==> src/rtl/ppfifo_rd_stream_if.sv <==
// Stream side of the ping-pong FIFO read controller: valid/ready words with an end-of-buffer flag.
interface ppfifo_rd_stream_if #(
    parameter int DATA_WIDTH = 32
);
    logic                  axis_valid;
    logic                  axis_ready;
    logic [DATA_WIDTH-1:0] axis_data;
    logic                  axis_last;

    modport master (
        output axis_valid,
        output axis_data,
        output axis_last,
        input  axis_ready
    );

    modport slave (
        input  axis_valid,
        input  axis_data,
        input  axis_last,
        output axis_ready
    );
endinterface

==> src/rtl/ppfifo_rd_stream.sv <==
// Read-side controller for the ping-pong FIFO: claims a filled buffer, pops it through a two-entry
// skid buffer and streams it out. Define PPFIFO_RD_LAST_EN to carry an end-of-buffer flag on the stream.
module ppfifo_rd_stream #(
    parameter int DATA_WIDTH = 32
) (
    input  logic                  i_clk,
    input  logic                  i_rst_n,
    input  logic                  i_enable,
    input  logic                  i_rd_rdy,
    output logic                  o_rd_act,
    input  logic [15:0]           i_rd_size,
    output logic                  o_rd_stb,
    input  logic [DATA_WIDTH-1:0] i_rd_data,
    ppfifo_rd_stream_if.master    m_axis,
    output logic                  o_busy
);

`ifdef PPFIFO_RD_LAST_EN
    localparam int ENTRY_W = DATA_WIDTH + 1;
`else
    localparam int ENTRY_W = DATA_WIDTH;
`endif

    typedef enum logic [2:0] {
        ST_IDLE     = 3'd0,
        ST_ACTIVATE = 3'd1,
        ST_READ     = 3'd2,
        ST_DRAIN    = 3'd3,
        ST_RELEASE  = 3'd4
    } state_t;

    state_t               r_state;
    state_t               w_state_nxt;
    logic                 r_act_phase;
    logic                 w_act_phase_nxt;
    logic                 r_rd_act;
    logic [15:0]          r_remaining;
    logic [15:0]          w_remaining_nxt;
    logic                 r_inflight;
    logic [1:0]           r_count;
    logic [ENTRY_W-1:0]   r_e0;
    logic [ENTRY_W-1:0]   r_e1;
    logic [ENTRY_W-1:0]   w_in_entry;
    logic                 w_valid;
    logic                 w_pop;
    logic                 w_push;
    logic [1:0]           w_occ;
    logic                 w_stb;
    logic                 w_drain_done;

    assign w_valid = (r_count != 2'd0);
    assign w_pop   = w_valid && m_axis.axis_ready;
    assign w_push  = r_inflight;
    // Occupancy the skid will have once this cycle's pop and the word already in flight settle.
    assign w_occ        = r_count - {1'b0, w_pop} + {1'b0, r_inflight};
    assign w_stb        = (r_state == ST_READ) && (r_remaining != 16'd0) && (w_occ < 2'd2);
    assign w_drain_done = !r_inflight && ((r_count - {1'b0, w_pop}) == 2'd0);

    assign o_rd_stb          = w_stb;
    assign o_rd_act          = r_rd_act;
    assign o_busy            = (r_state != ST_IDLE);
    assign m_axis.axis_valid = w_valid;
    assign m_axis.axis_data  = r_e0[DATA_WIDTH-1:0];

`ifdef PPFIFO_RD_LAST_EN
    logic r_inflight_last;

    assign w_in_entry        = {r_inflight_last, i_rd_data};
    assign m_axis.axis_last  = r_e0[DATA_WIDTH] & w_valid;

    // Tag the in-flight word when its strobe empties the remaining counter.
    always_ff @(posedge i_clk or negedge i_rst_n) begin
        if (!i_rst_n) begin
            r_inflight_last <= 1'b0;
        end else begin
            r_inflight_last <= w_stb && (r_remaining == 16'd1);
        end
    end
`else
    assign w_in_entry        = i_rd_data;
    assign m_axis.axis_last  = 1'b0;
`endif

    // Next-state logic; ACTIVATE spends one cycle announcing the claim before sampling the size.
    always_comb begin
        w_state_nxt     = r_state;
        w_act_phase_nxt = 1'b0;
        w_remaining_nxt = r_remaining;
        case (r_state)
            ST_IDLE: begin
                if (i_enable && i_rd_rdy) begin
                    w_state_nxt = ST_ACTIVATE;
                end else begin
                    w_state_nxt = ST_IDLE;
                end
            end
            ST_ACTIVATE: begin
                if (!r_act_phase) begin
                    w_act_phase_nxt = 1'b1;
                end else begin
                    w_remaining_nxt = i_rd_size;
                    if (i_rd_size == 16'd0) begin
                        w_state_nxt = ST_RELEASE;
                    end else begin
                        w_state_nxt = ST_READ;
                    end
                end
            end
            ST_READ: begin
                if (w_stb) begin
                    w_remaining_nxt = r_remaining - 16'd1;
                    if (r_remaining == 16'd1) begin
                        w_state_nxt = ST_DRAIN;
                    end else begin
                        w_state_nxt = ST_READ;
                    end
                end else begin
                    w_state_nxt = ST_READ;
                end
            end
            ST_DRAIN: begin
                if (w_drain_done) begin
                    w_state_nxt = ST_RELEASE;
                end else begin
                    w_state_nxt = ST_DRAIN;
                end
            end
            ST_RELEASE: begin
                w_state_nxt = ST_IDLE;
            end
            default: begin
                w_state_nxt = ST_IDLE;
            end
        endcase
    end

    // State, claim flag and remaining-word counter; o_rd_act stays high from ACTIVATE through DRAIN.
    always_ff @(posedge i_clk or negedge i_rst_n) begin
        if (!i_rst_n) begin
            r_state     <= ST_IDLE;
            r_act_phase <= 1'b0;
            r_rd_act    <= 1'b0;
            r_remaining <= 16'd0;
            r_inflight  <= 1'b0;
        end else begin
            r_state     <= w_state_nxt;
            r_act_phase <= w_act_phase_nxt;
            r_rd_act    <= (w_state_nxt == ST_ACTIVATE) || (w_state_nxt == ST_READ) ||
                           (w_state_nxt == ST_DRAIN);
            r_remaining <= w_remaining_nxt;
            r_inflight  <= w_stb;
        end
    end

    // Skid buffer: entry 0 is the stream head, entry 1 holds the word queued behind it.
    always_ff @(posedge i_clk or negedge i_rst_n) begin
        if (!i_rst_n) begin
            r_count <= 2'd0;
            r_e0    <= '0;
            r_e1    <= '0;
        end else begin
            case ({w_push, w_pop})
                2'b10: begin
                    if (r_count == 2'd0) begin
                        r_e0 <= w_in_entry;
                    end else begin
                        r_e1 <= w_in_entry;
                    end
                    r_count <= r_count + 2'd1;
                end
                2'b01: begin
                    r_e0    <= r_e1;
                    r_count <= r_count - 2'd1;
                end
                2'b11: begin
                    if (r_count == 2'd1) begin
                        r_e0 <= w_in_entry;
                    end else begin
                        r_e0 <= r_e1;
                        r_e1 <= w_in_entry;
                    end
                end
                default: begin
                    r_count <= r_count;
                end
            endcase
        end
    end

endmodule

==> src/flat_wrapper.sv <==
// flat-port wrapper written by rule: the top's interface ports become plain ports
module ppfifo_rd_stream_flat 
#(
    parameter int DATA_WIDTH = 32
)
  (i_clk, i_rst_n, i_enable, i_rd_rdy, o_rd_act, i_rd_size, o_rd_stb, i_rd_data, o_busy, m_axis_axis_valid, m_axis_axis_data, m_axis_axis_last, m_axis_axis_ready);
  ppfifo_rd_stream_if #(.DATA_WIDTH(DATA_WIDTH)) m_axis_i ();
  input  logic i_clk;
  input  logic i_rst_n;
  input  logic i_enable;
  input  logic i_rd_rdy;
  output logic o_rd_act;
  input  logic [15:0] i_rd_size;
  output logic o_rd_stb;
  input  logic [DATA_WIDTH-1:0] i_rd_data;
  output logic o_busy;
  output wire logic [$bits(m_axis_i.axis_valid)-1:0] m_axis_axis_valid;
  output wire logic [$bits(m_axis_i.axis_data)-1:0] m_axis_axis_data;
  output wire logic [$bits(m_axis_i.axis_last)-1:0] m_axis_axis_last;
  input wire logic [$bits(m_axis_i.axis_ready)-1:0] m_axis_axis_ready;
  assign m_axis_axis_valid = m_axis_i.axis_valid;
  assign m_axis_axis_data = m_axis_i.axis_data;
  assign m_axis_axis_last = m_axis_i.axis_last;
  assign m_axis_i.axis_ready = m_axis_axis_ready;
  ppfifo_rd_stream #(.DATA_WIDTH(DATA_WIDTH)) u_core (.i_clk(i_clk), .i_rst_n(i_rst_n), .i_enable(i_enable), .i_rd_rdy(i_rd_rdy), .o_rd_act(o_rd_act), .i_rd_size(i_rd_size), .o_rd_stb(o_rd_stb), .i_rd_data(i_rd_data), .m_axis(m_axis_i), .o_busy(o_busy));
endmodule
==> config.mk <==
export PLATFORM = sky130hd
export DESIGN_NAME = ppfifo_rd_stream_flat
export DESIGN_NICKNAME = d
export VERILOG_FILES = /design/src/rtl/ppfifo_rd_stream_if.sv /design/src/rtl/ppfifo_rd_stream.sv /design/src/flat_wrapper.sv
export SDC_FILE = /design/constraint.sdc
export NUM_CORES = 1
export LEC_CHECK = 0
export ABC_AREA = 1
export CAP_MARGIN = 20
export CELL_PAD_IN_SITES_DETAIL_PLACEMENT = 1
export CELL_PAD_IN_SITES_GLOBAL_PLACEMENT = 2
export CORE_ASPECT_RATIO = 1.4
export CORE_MARGIN = 10
export CORE_UTILIZATION = 37
export DETAILED_ROUTE_END_ITERATION = 10
export DONT_BUFFER_PORTS = 1
export GPL_TIMING_DRIVEN = 0
export HOLD_SLACK_MARGIN = 0.15
export PLACE_DENSITY_LB_ADDON = 0.05
export SLEW_MARGIN = 20
export SYNTH_ARGS = -nofsm -noshare
export SYNTH_HDL_FRONTEND = slang
export SYNTH_SLANG_ARGS = --single-unit
export TNS_END_PERCENT = 1
==> constraint.sdc <==
create_clock -name i_clk -period 2.49 [get_ports i_clk]
set_clock_uncertainty 0.05 [all_clocks]
set_input_delay 0.498 -clock i_clk [delete_from_list [all_inputs] [get_ports i_clk]]
set_output_delay 0.498 -clock i_clk [all_outputs]
set_load 0.01 [all_outputs]
# Word level (Yosys, flattened, before mapping)
# Cells that the tools add are included.
[op_classes]
n_addsub = 5
multipliers = 0
div = 0
order_cmp = 1
n_eq_ne = 16
shift = 0
n_mux = 19
bitwise = 0
n_reduce_logical = 22
[op_table]
columns = ["op", "count"]
rows = [
  ["32-bit two-way mux", 4],
  ["32-bit one-hot mux with 3 select lines", 1],
  ["32-bit one-hot mux with 2 select lines", 1],
  ["16-bit two-way mux", 2],
  ["16-bit one-hot mux with 2 select lines", 1],
  ["16-bit by 1-bit equality test with 1-bit output, second input constant", 1],
  ["16-bit zero test", 1],
  ["16-bit nonzero test", 1],
  ["16-bit by 1-bit subtractor with 16-bit output, second input constant", 1],
  ["3-bit by 2-bit equality test with 1-bit output, second input constant", 4],
  ["3-bit one-hot mux with 4 select lines", 1],
  ["3-bit two-way mux", 3],
  ["2-bit nonzero test", 4],
  ["3-bit by 1-bit equality test with 1-bit output, second input constant", 2],
  ["2-bit by 1-bit inequality test with 1-bit output, second input constant", 3],
  ["3-bit AND reduction", 2],
  ["3-bit nonzero test", 2],
  ["1-bit logical AND", 5],
  ["1-bit two-way mux", 5],
  ["2-bit by 1-bit equality test with 1-bit output, second input constant", 2],
  ["2-bit equality test, second input constant", 2],
  ["2-bit zero test", 2],
  ["2-bit inequality test, second input constant", 2],
  ["2-bit one-hot mux with 2 select lines", 1],
  ["9 further kinds", 10],
]
[totals]
register_bits = 88
latch_bits = 0
ram_bits = 0
romBits = 0
in_bits = 53
out_inout_bits = 37
word_cells = 71
n_memories = 0

# Logic depth before layout (Yosys ltp)
# Gate-level depths: netlist of run 1.
[logic_depth]
depth_word = 11
mapped_depth = 14
mapped_depth_nobuf = 13

# Least setup slack after synthesis of run 1
# No wires, ideal clock.
[synth_path]
kind = "register to output"
from = "register u_core.r_count[0]"
to = "output port o_rd_stb"
arrival_time_ps = 1386
required_time_ps = 1942
setup_slack_ps = 556
stages_incl_launch_ff = 10
path_buffers = 0
path_cell_list = "dfrtp_1 inv_1 ha_1 inv_2 nand3_1 nand2_1 nor2_1 nand2_1 nand2_2 nor2_1"
[synth_between]
elab_chain_cells = 6
[synth_lines]
columns = ["item", "line", "source"]
rows = [
  ["from (decl)", "ppfifo_rd_stream.sv:40", "logic [1:0] r_count;"],
  ["from (signal assigned)", "ppfifo_rd_stream.sv:169", "r_count <= r_count + 2'd1;"],
  ["from (signal assigned)", "ppfifo_rd_stream.sv:173", "r_count <= r_count - 2'd1;"],
  ["from (signal assigned)", "ppfifo_rd_stream.sv:184", "r_count <= r_count;"],
  ["2-bit nonzero test", "ppfifo_rd_stream.sv:51", "assign w_valid = (r_count != 2'd0);"],
  ["named net m_axis_axis_valid", "flat_wrapper.sv:17", "output wire logic [$bits(m_axis_i.axis_valid)-1:0] m_axis_axis_valid;"],
  ["1-bit logical AND", "ppfifo_rd_stream.sv:52", "assign w_pop = w_valid && m_axis.axis_ready;"],
  ["2-bit by 1-bit subtractor with 2-bit output", "ppfifo_rd_stream.sv:55", "assign w_occ = r_count - {1'b0, w_pop} + {1'b0, r_inflight};"],
  ["2-bit by 1-bit adder with 2-bit output", "ppfifo_rd_stream.sv:55", ""],
  ["2-bit less-than comparator", "ppfifo_rd_stream.sv:56", "assign w_stb = (r_state == ST_READ) && (r_remaining != 16'd0) && (w_occ < 2'd2);"],
  ["1-bit logical AND", "ppfifo_rd_stream.sv:56", ""],
  ["to (decl)", "flat_wrapper.sv:14", "output logic o_rd_stb;"],
]
# The timed path passes the listed nets, and every way through them passes these cells.

# Final worst setup path of run 1
# Ends and elaborated chain as after synthesis.

==> metrics, run 1 <==
outcome finished with violations; failing checks negative hold slack; Slew Limit Fails 0; DRT iter0 DRCs roughly 120; Root Buffer clkbuf_16; CTS H-Tree Depth 3; Hold/Removal Path Class in2async; Slew @ Worst Pin 0.705 ns; Routed Wire Length between 10 and 15 mm; antenna violations before repair 0; hpwl dp 10.3 mm; n_diodes 0; GPL Wtd Cong slightly above 0.8; row count 48; max cap viols 0; Net Switching 0.00319 W; worst skew pair latency 0.34 ns; crit-path max cell delay approximately 0.44 ns; Reg power frac 38.4%; All-Layer GR Usage around 16%; die height 152 µm; number of global-route vias before repair about 4200; clock buffer depth 2; Synth cell types 28; CTS Buf Count 9; multi-input logic area between 2000 and 2500 µm²; Max Fclk about 430 MHz; layout net count 648; Pleak between 2 and 2.5 nW; DR WL/cell 18.2 µm; RSZ-0062 raised after global routing no; Final WS setup 0.188 ns; Fin Hold WS -0.207 ns; critical path capture point type primary output; Clock Power Share 18.1%; Initial Utilization 37.6%; Setup WS pre-CTS approximately 0.11 ns; worst path required time 1.94 ns; Sink Count between 80 and 90; Comb power frac 43.5%; first-pass GRT wire length approximately 23 mm; Top delay family on crit path simple AND/OR/NAND/NOR gates; crit start category flop; setup repair bufs after CTS 0; Fill cells about 1500; Reg clk slew, reported paths 0.07 ns; worst r2r src u_core.r_count[0]; FF+latch area 2200 µm²; worst vdd ir 0.437 mV; largest net degree at the start of global routing 89; final setup violation count 0; Arrival @ worst endpoint ~1.8 ns; Crit Path Class reg2out; cell repeated most along the worst path nand2_1; worst rel slew slack 52.7%; share of cells above drive strength 1 under 10%; crit path launch u_core.r_count[0]; number of synthesized register bits about 90; grt ovf 0; sequence of cells on the critical path inv_2, ha_1, inv_4, nand2_4, nand2_1, nand2_1, nor2_1, nand2_1, nand2_2, nor2_4; Synth Cell Area about 4600 µm²; total die area ~17000 µm²; Via Count 3877; fin crit period 2.30 ns; Internal just under 0.004 W; final period utilization 92.5%; pwr/cell area about 1400 nW/µm²; CTS tree yes; Die X roughly 110 µm; Core Footprint roughly 12000 µm²; crit path buf inv count 2; switching fraction of total power between 40% and 50%; Final Hold Vio Count 88; Post-Syn Instances around 580; CP max-delay cell dfrtp_2; Layout area overhead 10.5%; Syn Area/Cell roughly 8.0 µm²; DRT antenna net count 0; IO Pins 90; critical path peak fanout 6; DR vias/cell roughly 5.2; total iterations of the first detailed-routing run 4; syn nets 637; YS warnings 0; Seq/Total Area, Yosys 47.9%; DRC viols 0; Fin Setup TNS 0 ns; port bufs 0
==> worst paths after layout <==
kind | endpoint | slack, ns | depth (start not counted)
worst max-delay path | o_rd_stb | 0.19 | 10
worst min-delay path | u_core.m_axis.axis_data[4] | -0.21 | 0
worst max register to register | u_core.m_axis.axis_data[24] | 0.26 | 7
worst min register to register | u_core.r_act_phase | 0.40 | 1
max in group asynchronous | u_core.r_e1[17] | 2.48 | 0
min in group i_clk | u_core.r_e1[21] | 0.22 | 2
==> power by group through the flow <==
| stage | Combinational (W) | Sequential (W) | Clock, W |
|---|---|---|---|
| finish | 0.00312 | 0.00275 | 0.00130 |
| global route | 0.00365 | 0.00286 | 0.00140 |
| CTS | 0.00321 | 0.00278 | 0.00135 |
| detailed placement | 0.00317 | 0.00280 | 0 |
| global placement | 0.00310 | 0.00277 | 0 |
| floorplan | 0.00241 | 0.00261 | 0 |
==> cell type report <==
type / instances / share of cell area, %
inverters: 55 / 4.11
multi-input cells: 406 / 40.6
flip-flops and latches: 88 / 43.3
clock buffers: 10 / 4.50
clock inverters: 6 / 1.03
plain buffers: 28 / 2.71
well taps: 150 / 3.69
==> logic make-up after synthesis <==
family                     share of synthesized area (%)
and+or+nand+nor                                     25.4
xor gates and xnor gates                            1.14
buffers and inverters                               7.45
DFF                                                 47.9
adders and majority gates                           1.90
other                                             0.0815
AOI/OAI and AO/OA                                   16.1
==> state kept, by name, summed over array words and instances (netlist names) <==
| signal | cells |
|---|---|
| u_core.o_rd_act | 1 |
| u_core.r_count | 2 |
| u_core.r_e1 | 32 |
| u_core.r_act_phase | 1 |
| u_core.r_state | 3 |
| u_core.m_axis.axis_data | 32 |
| u_core.r_inflight | 1 |
| u_core.r_remaining | 16 |
==> worst register-to-register path: cells and delay by family, from the launching register on <==
family | cells | cell delay (ns)
compound gates | 3 | 0.89
buf+inv | 3 | 0.54
flops | 1 | 0.44
fa+ha+maj | 1 | 0.21
==> placed cells by master (no fill, tap or decap), drive strengths merged <==
master and instances:
nand3b 6, xnor2 4, inv 56, o211ai 32
a21oi 4, nand3 60, o21ai 42, ha 7
clkbuf 19, o21a 32, nor2 47, conb 1
nand2 166, o21bai 1, clkinv 3, buf 19
dfrtp 88, and3 1, xor2 2, o32ai 1
clkinvlp 2
==> Yosys cell counts <==
cell type / instances / area [µm²]
clkbuf_1: 10 / 37.5
o211ai_1: 32 / 240
xor2_1: 2 / 17.5
inv_1: 52 / 195
o21ai_0: 39 / 195
dfrtp_1: 88 / 2200
nand2_2: 1 / 6.26
nand2_1: 163 / 612
conb_1: 1 / 3.75
o21a_1: 32 / 240
ha_1: 7 / 87.6
nor2_2: 1 / 6.26
o21ai_2: 1 / 8.76
o32ai_1: 1 / 8.76
nand3_1: 60 / 300
o21bai_4: 1 / 18.8
xnor2_1: 4 / 35.0
nor2_1: 46 / 173
nand3b_1: 6 / 45.0
clkinv_1: 1 / 3.75
a21oi_1: 4 / 20.0
buf_6: 1 / 11.3
inv_2: 2 / 7.51
buf_2: 16 / 80.1
nand2_4: 2 / 22.5
buf_4: 1 / 7.51
and3_1: 1 / 6.26
o21ai_1: 2 / 10.0
==> through the flow <==
stage | hold WS [ns] | utilization [%] | instances | power (W) | area, µm²
after floorplan | 0.152 | - | 577 | 0.00503 | 4600
after global placement | 0.155 | 39.1 | 727 | 0.00586 | 4790
after detailed placement | 0.155 | 39.1 | 727 | 0.00598 | 4790
after CTS | -0.222 | 41.5 | 743 | 0.00734 | 5080
after global routing | -0.226 | 41.5 | 743 | 0.00791 | 5080
final | -0.207 | 41.5 | 743 | 0.00717 | 5080
==> repair_timing <==
action	4_1_cts	5_1_grt
pin swaps	0	0
hold endpoints to repair	88	88
gates resized for setup	2	7
setup endpoints to repair	1	56
==> layer usage <==
metal	global-route usage, %	up-vias	wire length (µm)	share of wire [%]
li1	-	1902	-	-
met1	17.5	1889	5160	38
met3	4.57	12	894	6.6
met5	0	-	0	0
met2	29.0	74	7240	54
met4	4.73	0	202	1.5
Note: power is estimated with default switching activity, not from simulation.
==> inputs of run 2 (changes only) <==
- PLACE_DENSITY_LB_ADDON: 0.05 -> 0.1
==> metrics, run 2 (synthesis results as in run 1) <==
Initial Utilization 37.6% (unchanged); Slew Limit Fails 0 (unchanged); failing checks negative hold slack (unchanged); Layout area overhead 10.5% (unchanged); DR WL/cell 18.3 µm (was 18.2 µm); DRT antenna net count 0 (unchanged); area post-placement 4790 µm² (unchanged); setup repair bufs after CTS 0 (unchanged); Reg clk slew, reported paths 0.07 ns (about the same); max cap viols 0 (unchanged); Layout Cells excl Fill 743 (unchanged); crit start category flop (unchanged); Slew @ Worst Pin 0.794 ns (was 0.705 ns); share of cells above drive strength 1 7.59% (was 7.76%); Die X 114 µm (unchanged); fin crit period 2.42 ns (was 2.30 ns); outcome finished with violations (unchanged); DR vias/cell 5.24 (was 5.22); Sink Count 88 (unchanged); worst vdd ir 0.429 mV (was 0.437 mV); Core Footprint 12300 µm² (unchanged); Fin Hold WS -0.207 ns (about the same); Final Hold Vio Count 88 (unchanged); die height 152 µm (unchanged); hpwl dp 10.2 mm (was 10.3 mm); All-Layer GR Usage 15.7% (was 16.0%); final setup violation count 0 (unchanged); Final Cell Area 5080 µm² (unchanged); GPL Wtd Cong 0.809 (was 0.805); layout net count 648 (unchanged); Max Fclk 413 MHz (was 434 MHz); antenna violations before repair 0 (unchanged); largest net degree at the start of global routing 89 (unchanged); Top delay family on crit path simple AND/OR/NAND/NOR gates (unchanged); most frequent cells in the layout nand2_1 (163), dfrtp_1 (88), nand3_1 (60) (was nand2_1 (163), dfrtp_1 (87), nand3_1 (60)); IO Pins 90 (unchanged); first-pass GRT wire length 22.1 mm (was 22.6 mm); clock buffer depth 2 (unchanged); worst skew pair latency 0.34 ns (about the same); CTS Buf Count 9 (unchanged); DRC viols 0 (unchanged); Root Buffer clkbuf_16 (unchanged); port bufs 0 (unchanged); grt ovf 0 (unchanged); crit-path max cell delay 0.41 ns (was 0.44 ns); Arrival @ worst endpoint 1.87 ns (was 1.75 ns); Routed Wire Length 13.6 mm (was 13.5 mm); RSZ-0062 raised after global routing yes (was no); most common cell after layout, fill and taps aside nand2_1 (unchanged); Via Count 3890 (was 3877); CTS tree yes (unchanged); Crit Path Class reg2out (unchanged); total die area 17400 µm² (unchanged); critical path capture point type primary output (unchanged); Hold/Removal Path Class in2async (unchanged); Pleak 2.37 nW (was 2.36 nW); CP max-delay cell dfrtp_1 (was dfrtp_2); post-layout util 41.5% (unchanged); row count 48 (unchanged); cell repeated most along the worst path nand2_1 (unchanged); CTS H-Tree Depth 3 (unchanged); n_diodes 0 (unchanged); DRT iter0 DRCs 108 (was 118); placed cells 727 (unchanged); total iterations of the first detailed-routing run 6 (was 4); critical path peak fanout 6 (unchanged); worst rel slew slack 46.7% (was 52.7%); sequence of cells on the critical path inv_1, ha_1, inv_2, nand3_1, nand2_1, nor2_1, nand2_1, nand2_2, nor2_4 (was inv_2, ha_1, inv_4, nand2_4, nand2_1, nand2_1, nor2_1, nand2_1, nand2_2, nor2_4); pwr/cell area 1420 nW/µm² (was 1410 nW/µm²); crit path buf inv count 2 (unchanged); final period utilization 97.2% (was 92.5%); number of global-route vias before repair 4197 (was 4167); worst path required time 1.94 ns (about the same)
==> run 2: metrics by stage <==
| stage | TNS [ns] | total power, W | setup slack (ns) |
|---|---|---|---|
| after floorplan | 0 | 0.00503 | 0.556 |
| after global placement | 0 | 0.00585 | 0.0957 |
| after detailed placement | 0 | 0.00598 | 0.0480 |
| after CTS | 0 | 0.00733 | 0.0204 |
| after global routing | -1.90 | 0.00789 | -0.117 |
| final | 0 | 0.00720 | 0.0697 |
==> run 2: worst reg2reg max path, delay by kind of cell, from the launching register on <==
family,cells,cell delay (ns)
DFF,1,0.42
adders and majority gates,1,0.20
buffers and inverters,3,0.64
AOI/OAI and AO/OA,3,0.95
==> run 2: path summary, 6_finish.rpt <==
check / from / endpoint / slack [ns] / depth (start not counted)
min reg2reg: u_core.r_act_phase / u_core.r_act_phase / 0.39 / 1
min in group i_clk: i_rd_data[18] / u_core.r_e1[18] / 0.22 / 2
max reg2reg: u_core.r_count[0] / u_core.m_axis.axis_data[26] / 0.11 / 7
max: u_core.r_count[0] / o_rd_stb / 0.07 / 9
max in group asynchronous: i_rst_n / u_core.r_e1[16] / 2.48 / 0
min: i_rst_n / u_core.r_e1[10] / -0.21 / 0
==> run 2: power breakdown <==
part / leakage [nW] / internal, W / switching (W)
clock: 0.135 / 0.000693 / 0.000609
combinational: 1.19 / 0.00113 / 0.00201
sequential: 1.05 / 0.00215 / 0.000596
total: 2.37 / 0.00398 / 0.00322
==> run 2: area by class of cell <==
cell class / instances / area [µm²]
Buffer: 28 / 140
Clock buffer: 10 / 229
Clock inverter: 6 / 53.8
Fill cell: 1498 / 7170
Inverter: 55 / 206
Multi-Input combinational cell: 406 / 2060
Sequential cell: 88 / 2200
Tap cell: 150 / 188
==> run 2: layer usage <==
layer | part of all wire, % | global-route usage (%) | up-vias
met5 | 0 | 0 | -
met3 | 6.4 | 4.37 | 9
met4 | 0.84 | 3.83 | 0
met2 | 54 | 28.8 | 71
met1 | 39 | 16.9 | 1911
li1 | - | - | 1899
==> run 2: timing repair <==
| item | 4_1_cts | 5_1_grt |
|---|---|---|
| resized for setup | 2 | 6 |
| endpoints found under the setup margin | 1 | 61 |
| endpoints found under the hold margin | 88 | 88 |
